## src/rtl/data_memory_ls.sv

```systemverilog
// Byte-addressable word RAM with RISC-V load/store sizing, byte-lane writes and fault detection.
// Latency: stores commit at the accept edge; load data and RD_Valid/Fault pulses appear one cycle after accept.
// Backpressure: Ready=0 during the post-reset clear sweep (build option DMEM_CLEAR_EN); Req is ignored, never queued.
module data_memory_ls #(
  parameter  int DEPTH_WORDS = 64,
  localparam int IDX_W       = $clog2(DEPTH_WORDS)
) (
  input  logic        CLK,
  input  logic        RST,
  input  logic        Req,
  output logic        Ready,
  input  logic        MemWrite,
  input  logic [2:0]  Funct3,
  input  logic [31:0] Address,
  input  logic [31:0] WD,
  output logic [31:0] RD,
  output logic        RD_Valid,
  output logic        Fault
);

`ifdef DMEM_CLEAR_EN
  typedef enum logic {ST_CLEAR, ST_IDLE} state_t;
  logic [IDX_W-1:0] clr_ptr;
`else
  typedef enum logic {ST_BOOT, ST_IDLE} state_t;
`endif

  state_t state;

  logic [31:0]      mem [DEPTH_WORDS];
  logic [IDX_W-1:0] idx;
  logic             accept;
  logic             bad;
  logic             store_we;
  logic [3:0]       be;
  logic [31:0]      wdat;
  logic [31:0]      rword;
  logic [7:0]       rbyte;
  logic [15:0]      rhalf;
  logic [31:0]      ldat;

  // Address bits above the word index alias onto the array.
  logic unused_addr;
  assign unused_addr = ^Address[31:IDX_W+2];

  assign idx      = Address[IDX_W+1:2];
  assign accept   = Req && Ready;
  assign store_we = accept && MemWrite && !bad;

  // Reject illegal funct3 codes and misaligned half/word accesses.
  always_comb begin
    bad = 1'b0;
    if (MemWrite) begin
      case (Funct3)
        3'b000:  bad = 1'b0;
        3'b001:  bad = Address[0];
        3'b010:  bad = |Address[1:0];
        default: bad = 1'b1;
      endcase
    end else begin
      case (Funct3)
        3'b000, 3'b100: bad = 1'b0;
        3'b001, 3'b101: bad = Address[0];
        3'b010:         bad = |Address[1:0];
        default:        bad = 1'b1;
      endcase
    end
  end

  // Replicate store data across lanes and pick the byte enables for the access size.
  always_comb begin
    be   = 4'b0000;
    wdat = WD;
    case (Funct3[1:0])
      2'b00: begin
        be[Address[1:0]] = 1'b1;
        wdat             = {4{WD[7:0]}};
      end
      2'b01: begin
        be   = Address[1] ? 4'b1100 : 4'b0011;
        wdat = {2{WD[15:0]}};
      end
      default: be = 4'b1111;
    endcase
  end

  // Select the addressed byte/half from the word and extend it for the load type.
  always_comb begin
    rword = mem[idx];
    case (Address[1:0])
      2'b00:   rbyte = rword[7:0];
      2'b01:   rbyte = rword[15:8];
      2'b10:   rbyte = rword[23:16];
      default: rbyte = rword[31:24];
    endcase
    rhalf = Address[1] ? rword[31:16] : rword[15:0];
    case (Funct3)
      3'b000:  ldat = {{24{rbyte[7]}}, rbyte};
      3'b001:  ldat = {{16{rhalf[15]}}, rhalf};
      3'b100:  ldat = {24'h0, rbyte};
      3'b101:  ldat = {16'h0, rhalf};
      default: ldat = rword;
    endcase
  end

  // Array write port: the clear sweep owns it until IDLE, then lane-masked stores.
  // The array itself is not reset; while held in reset the sweep just rewrites word 0 with zero.
  always_ff @(posedge CLK) begin
`ifdef DMEM_CLEAR_EN
    if (state == ST_CLEAR) begin
      mem[clr_ptr] <= '0;
    end else
`endif
    if (store_we) begin
      for (int b = 0; b < 4; b++) begin
        if (be[b]) mem[idx][8*b +: 8] <= wdat[8*b +: 8];
      end
    end
  end

  // Control FSM and registered outputs.
  always_ff @(posedge CLK or negedge RST) begin
    if (!RST) begin
`ifdef DMEM_CLEAR_EN
      state    <= ST_CLEAR;
      clr_ptr  <= '0;
`else
      state    <= ST_BOOT;
`endif
      Ready    <= 1'b0;
      RD       <= '0;
      RD_Valid <= 1'b0;
      Fault    <= 1'b0;
    end else begin
      case (state)
`ifdef DMEM_CLEAR_EN
        ST_CLEAR: begin
          clr_ptr <= clr_ptr + IDX_W'(1);
          if (clr_ptr == IDX_W'(DEPTH_WORDS - 1)) begin
            state <= ST_IDLE;
            Ready <= 1'b1;
          end
        end
`else
        ST_BOOT: begin
          state <= ST_IDLE;
          Ready <= 1'b1;
        end
`endif
        default: begin
          state <= ST_IDLE;
          Ready <= 1'b1;
        end
      endcase
      RD_Valid <= accept && !MemWrite && !bad;
      Fault    <= accept && bad;
      if (accept && !MemWrite && !bad) RD <= ldat;
    end
  end

endmodule

```

## config.mk

```make
export PLATFORM = sky130hd
export DESIGN_NAME = data_memory_ls
export DESIGN_NICKNAME = d
export VERILOG_FILES = /design/src/rtl/data_memory_ls.sv
export SDC_FILE = /design/constraint.sdc
export NUM_CORES = 2
export LEC_CHECK = 0
export ABC_CLOCK_PERIOD_IN_PS = 3200
export CELL_PAD_IN_SITES_DETAIL_PLACEMENT = 1
export CELL_PAD_IN_SITES_GLOBAL_PLACEMENT = 1
export CORE_UTILIZATION = 35
export DETAILED_ROUTE_END_ITERATION = 7
export GPL_TIMING_DRIVEN = 0
export PLACE_DENSITY = 0.55
export SLEW_MARGIN = 10
export SYNTH_ARGS = -nofsm -noshare
export SYNTH_HDL_FRONTEND = slang
export SYNTH_SLANG_ARGS = --single-unit
```

## constraint.sdc

```tcl
create_clock -name CLK -period 3.2 [get_ports CLK]
set_input_delay 0.64 -clock CLK [delete_from_list [all_inputs] [get_ports CLK]]
set_output_delay 0.64 -clock CLK [all_outputs]
set_load 0.1 [all_outputs]
```

==> flow_metrics.tcl <==
set metrics [dict create \
    drt_iter0_markers 12500 \
    cts_buffers 222 \
    portBuffers 78 \
    p_sw_mw 17.0 \
    synth_top_cells_by_count "edfxtp_1, nor2_1, a22oi_1, mux2i_1, nand2_1" \
    ir_drop_mv 0.634 \
    dp_cells 7983 \
    powerDensity_nw_per_um2 601 \
    crit_path_end "mem[19][11]$_DFFE_PP_" \
    rsz0062_at_grt "true" \
    die_x_um 482 \
    outcome "complete, but fails checks" \
    rr_worst_depth 8 \
    max_slew_margin_pct 13.2 \
    die_h_um 482 \
    syn2layout_area_growth_pct 29.1 \
    worstPathRequired_ns 3.81 \
    syn_inst 4749 \
    arrival_ns 4.09 \
    yosys.area.top_type_share_pct 76.1 \
    row_count 175 \
    reg2reg_to "RD[26]$_DFFE_PN0P_" \
    synthArstFlopShare_pct 1.68 \
    cts.sinks 2083 \
    synth_most_common_cell "edfxtp_1" \
    period_needed_ns 3.48 \
    coreArea_um2 228000 \
    ys.warnings.count 0 \
    synth_area_leaders "edfxtp_1, a22oi_1, mux2i_1" \
    drt_first_pass_iters 8 \
    r2r-start "mem[36][26]$_DFFE_PP_" \
    dieArea_um2 233000 \
    cts_tree "yes" \
    fin_crit_sh_pct 109 \
    synth_top_area_cell "edfxtp_1" \
    drive_gt1_share_pct 29.4 \
    routabilityCongestion 1.05 \
    swShare_pct 27.1 \
    tightest_slew_ns 1.30 \
    cp-start-kind "input pin" \
    synth_cell_types 87 \
    route.vias.total 60400 \
    fin_skew_ns 0.0320 \
    max_freq_mhz 287 \
    antenna_found_initial 82 \
    cts_buffer_depth 3 \
    grt_pass1_vias 54100 \
    hold_viol_final 0 \
    ios 106 \
    ant_nets 0 \
    synth_nets 4820 \
    clk_root_buffer_cell "clkbuf_16" \
    p_int_mw 45.7 \
    via_per_inst 6.95 \
    postPlaceCellArea_um2 88600 \
    drc 0 \
    hp-class "input pin to flop" \
    num-nets-final 5522 \
    worstPathMaxFanout 11 \
    setup.worst_path.end_class "flop" \
    crit_start "Address[6]" \
    combPwrFrac_pct 11.0 \
    r2r_setup_slack_ns -0.04 \
    drv_slew 0 \
    setup_violations 439 \
    p_clk_share_pct 40.7 \
    stdcell_count 8697 \
    h-tree-depth 4 \
    start_util_pct 35.4 \
    clk_latency_ns 0.95 \
    fin_ws_ns -0.279 \
    hpwlAfterDp_um 322000 \
    synth_seq_cells 2083 \
    violations "negative setup slack" \
    netlist_area_um2 80800 \
    setup-tns-final_ns -30.21 \
    grt-ovfl-total 0 \
    grt_pass1_wl_um 598000 \
    routed_wirelength_um 481000 \
    min_from "WD[1]" \
    synth_edf_count 2048 \
    ys_seq_area_share_pct 77.2 \
    p_seq_share_pct 48.3 \
    grt_max_degree 68 \
    maxCapViolCount 0 \
    design_area_um2 104000 \
    track_usage_pct 40.8 \
    synth-main-ff-cell "edfxtp_1" \
    wire_per_inst_um 55.3 \
    p_leak_nw 33.6 \
    syn_avg_cell_area_um2 17.0 \
    clk_pin_slew_ns 0.06 \
    crit_type "input pin to flop" \
]
sequential cells by signal (all words and copies together) (netlist names):
register / count
RD: 32
Ready: 1
RD_Valid: 1
mem: 2048
Fault: 1
per-stage QoR:
step | power, mW | utilization [%] | hold WS, ns | setup WS [ns]
global placement | 36.5 | 37.4 | 0.515 | -7.74
floorplan | 33.3 | - | 0.344 | 0.200
CTS | 61.9 | 45.1 | 0.0270 | -0.286
detailed placement | 36.7 | 38.8 | 0.508 | -4.74
global route | 63.2 | 45.6 | 0.0444 | -0.159
finish | 62.7 | 45.7 | 0.0412 | -0.279
metal layers:
metal | share of wire (%) | routed length (µm) | track usage (%) | vias to the layer above
met4 | 8.6 | 41600 | 29.3 | 56
met3 | 15 | 74100 | 17.3 | 1533
li1 | - | - | - | 21000
met5 | 0.11 | 524 | 0.368 | -
met2 | 41 | 195000 | 56.3 | 5958
met1 | 35 | 169000 | 51.1 | 31900
cell type report:
class / instances / area [µm²]
antenna: 44 / 110
buffer: 338 / 4180
clock buffer: 273 / 5750
clock inverter: 144 / 1180
fill: 21500 / 124000
inverter: 19 / 92.6
multi-input combinational: 2300 / 19700
sequential: 2083 / 62400
tap: 3009 / 3760
timing repair buffer: 487 / 7090
critical path, cell delays in order:
cell,delay [ns]
clkdlybuf4s50_1,0.48
buf_4,0.26
clkinvlp_4,0.12
buf_4,0.21
nor3_2,0.51
buf_4,0.34
clkbuf_4,0.44
nand2_2,0.40
nor2_4,0.42
buf_8,0.21
power by group through the flow:
stage	registers [mW]	logic, mW	clock network [mW]
after floorplan	31.6	1.74	0
after global placement	30.9	5.52	0
after detailed placement	30.9	5.84	0
after CTS	30.3	6.36	25.3
after global routing	30.3	6.68	26.2
final	30.3	6.89	25.5
how the worst min path moves through the flow:
stage	endpoint	slack (ns)	depth (start not counted)
after global routing	mem[40][1]$_DFFE_PP_	0.04	1
after CTS	mem[33][1]$_DFFE_PP_	0.03	1
after floorplan	Fault$_DFF_PN0_	0.34	0
final	mem[44][1]$_DFFE_PP_	0.04	1
after global placement	RD[14]$_DFFE_PN0P_	0.52	2
after detailed placement	Ready$_DFF_PN0_	0.51	1
kinds of logic (layout without fill, tap and decap cells):
family | count (synthesis) | in the layout | synth area share [%]
buffers and inverters | 366 | 1261 | 2.31
AOI/OAI and AO/OA | 1200 | 1200 | 11.1
DFF | 2083 | 2083 | 77.2
muxes | 357 | 357 | 5.04
and+or+nand+nor | 742 | 742 | 4.38
other | 1 | 45 | 0.00464
cell usage in the layout, fill, tap and decap left out, drive strengths merged, types with 24 or more instances in the layout:
cell type,count
a22oi,316
diode,44
mux2,119
nand4,28
buf,664
nor2,353
nor3,24
o21ai,97
nand2,162
a21oi,152
mux4,27
mux2i,211
clkinv,119
a22o,108
o22ai,58
a31oi,95
a221o,58
a222oi,28
clkbuf,363
clkdlybuf4s50,64
dfrtp,35
nand3,28
a221oi,134
edfxtp,2048
repair_timing:
action	CTS	global route
gates cloned	1	0
buffers inserted	215	43
endpoints found under the setup margin	2337	1950
resized for setup	1149	197
pin swaps	163	46
hold buffers	2	0
hold endpoints to repair	37	0
Power figures use the tool's default switching activity.
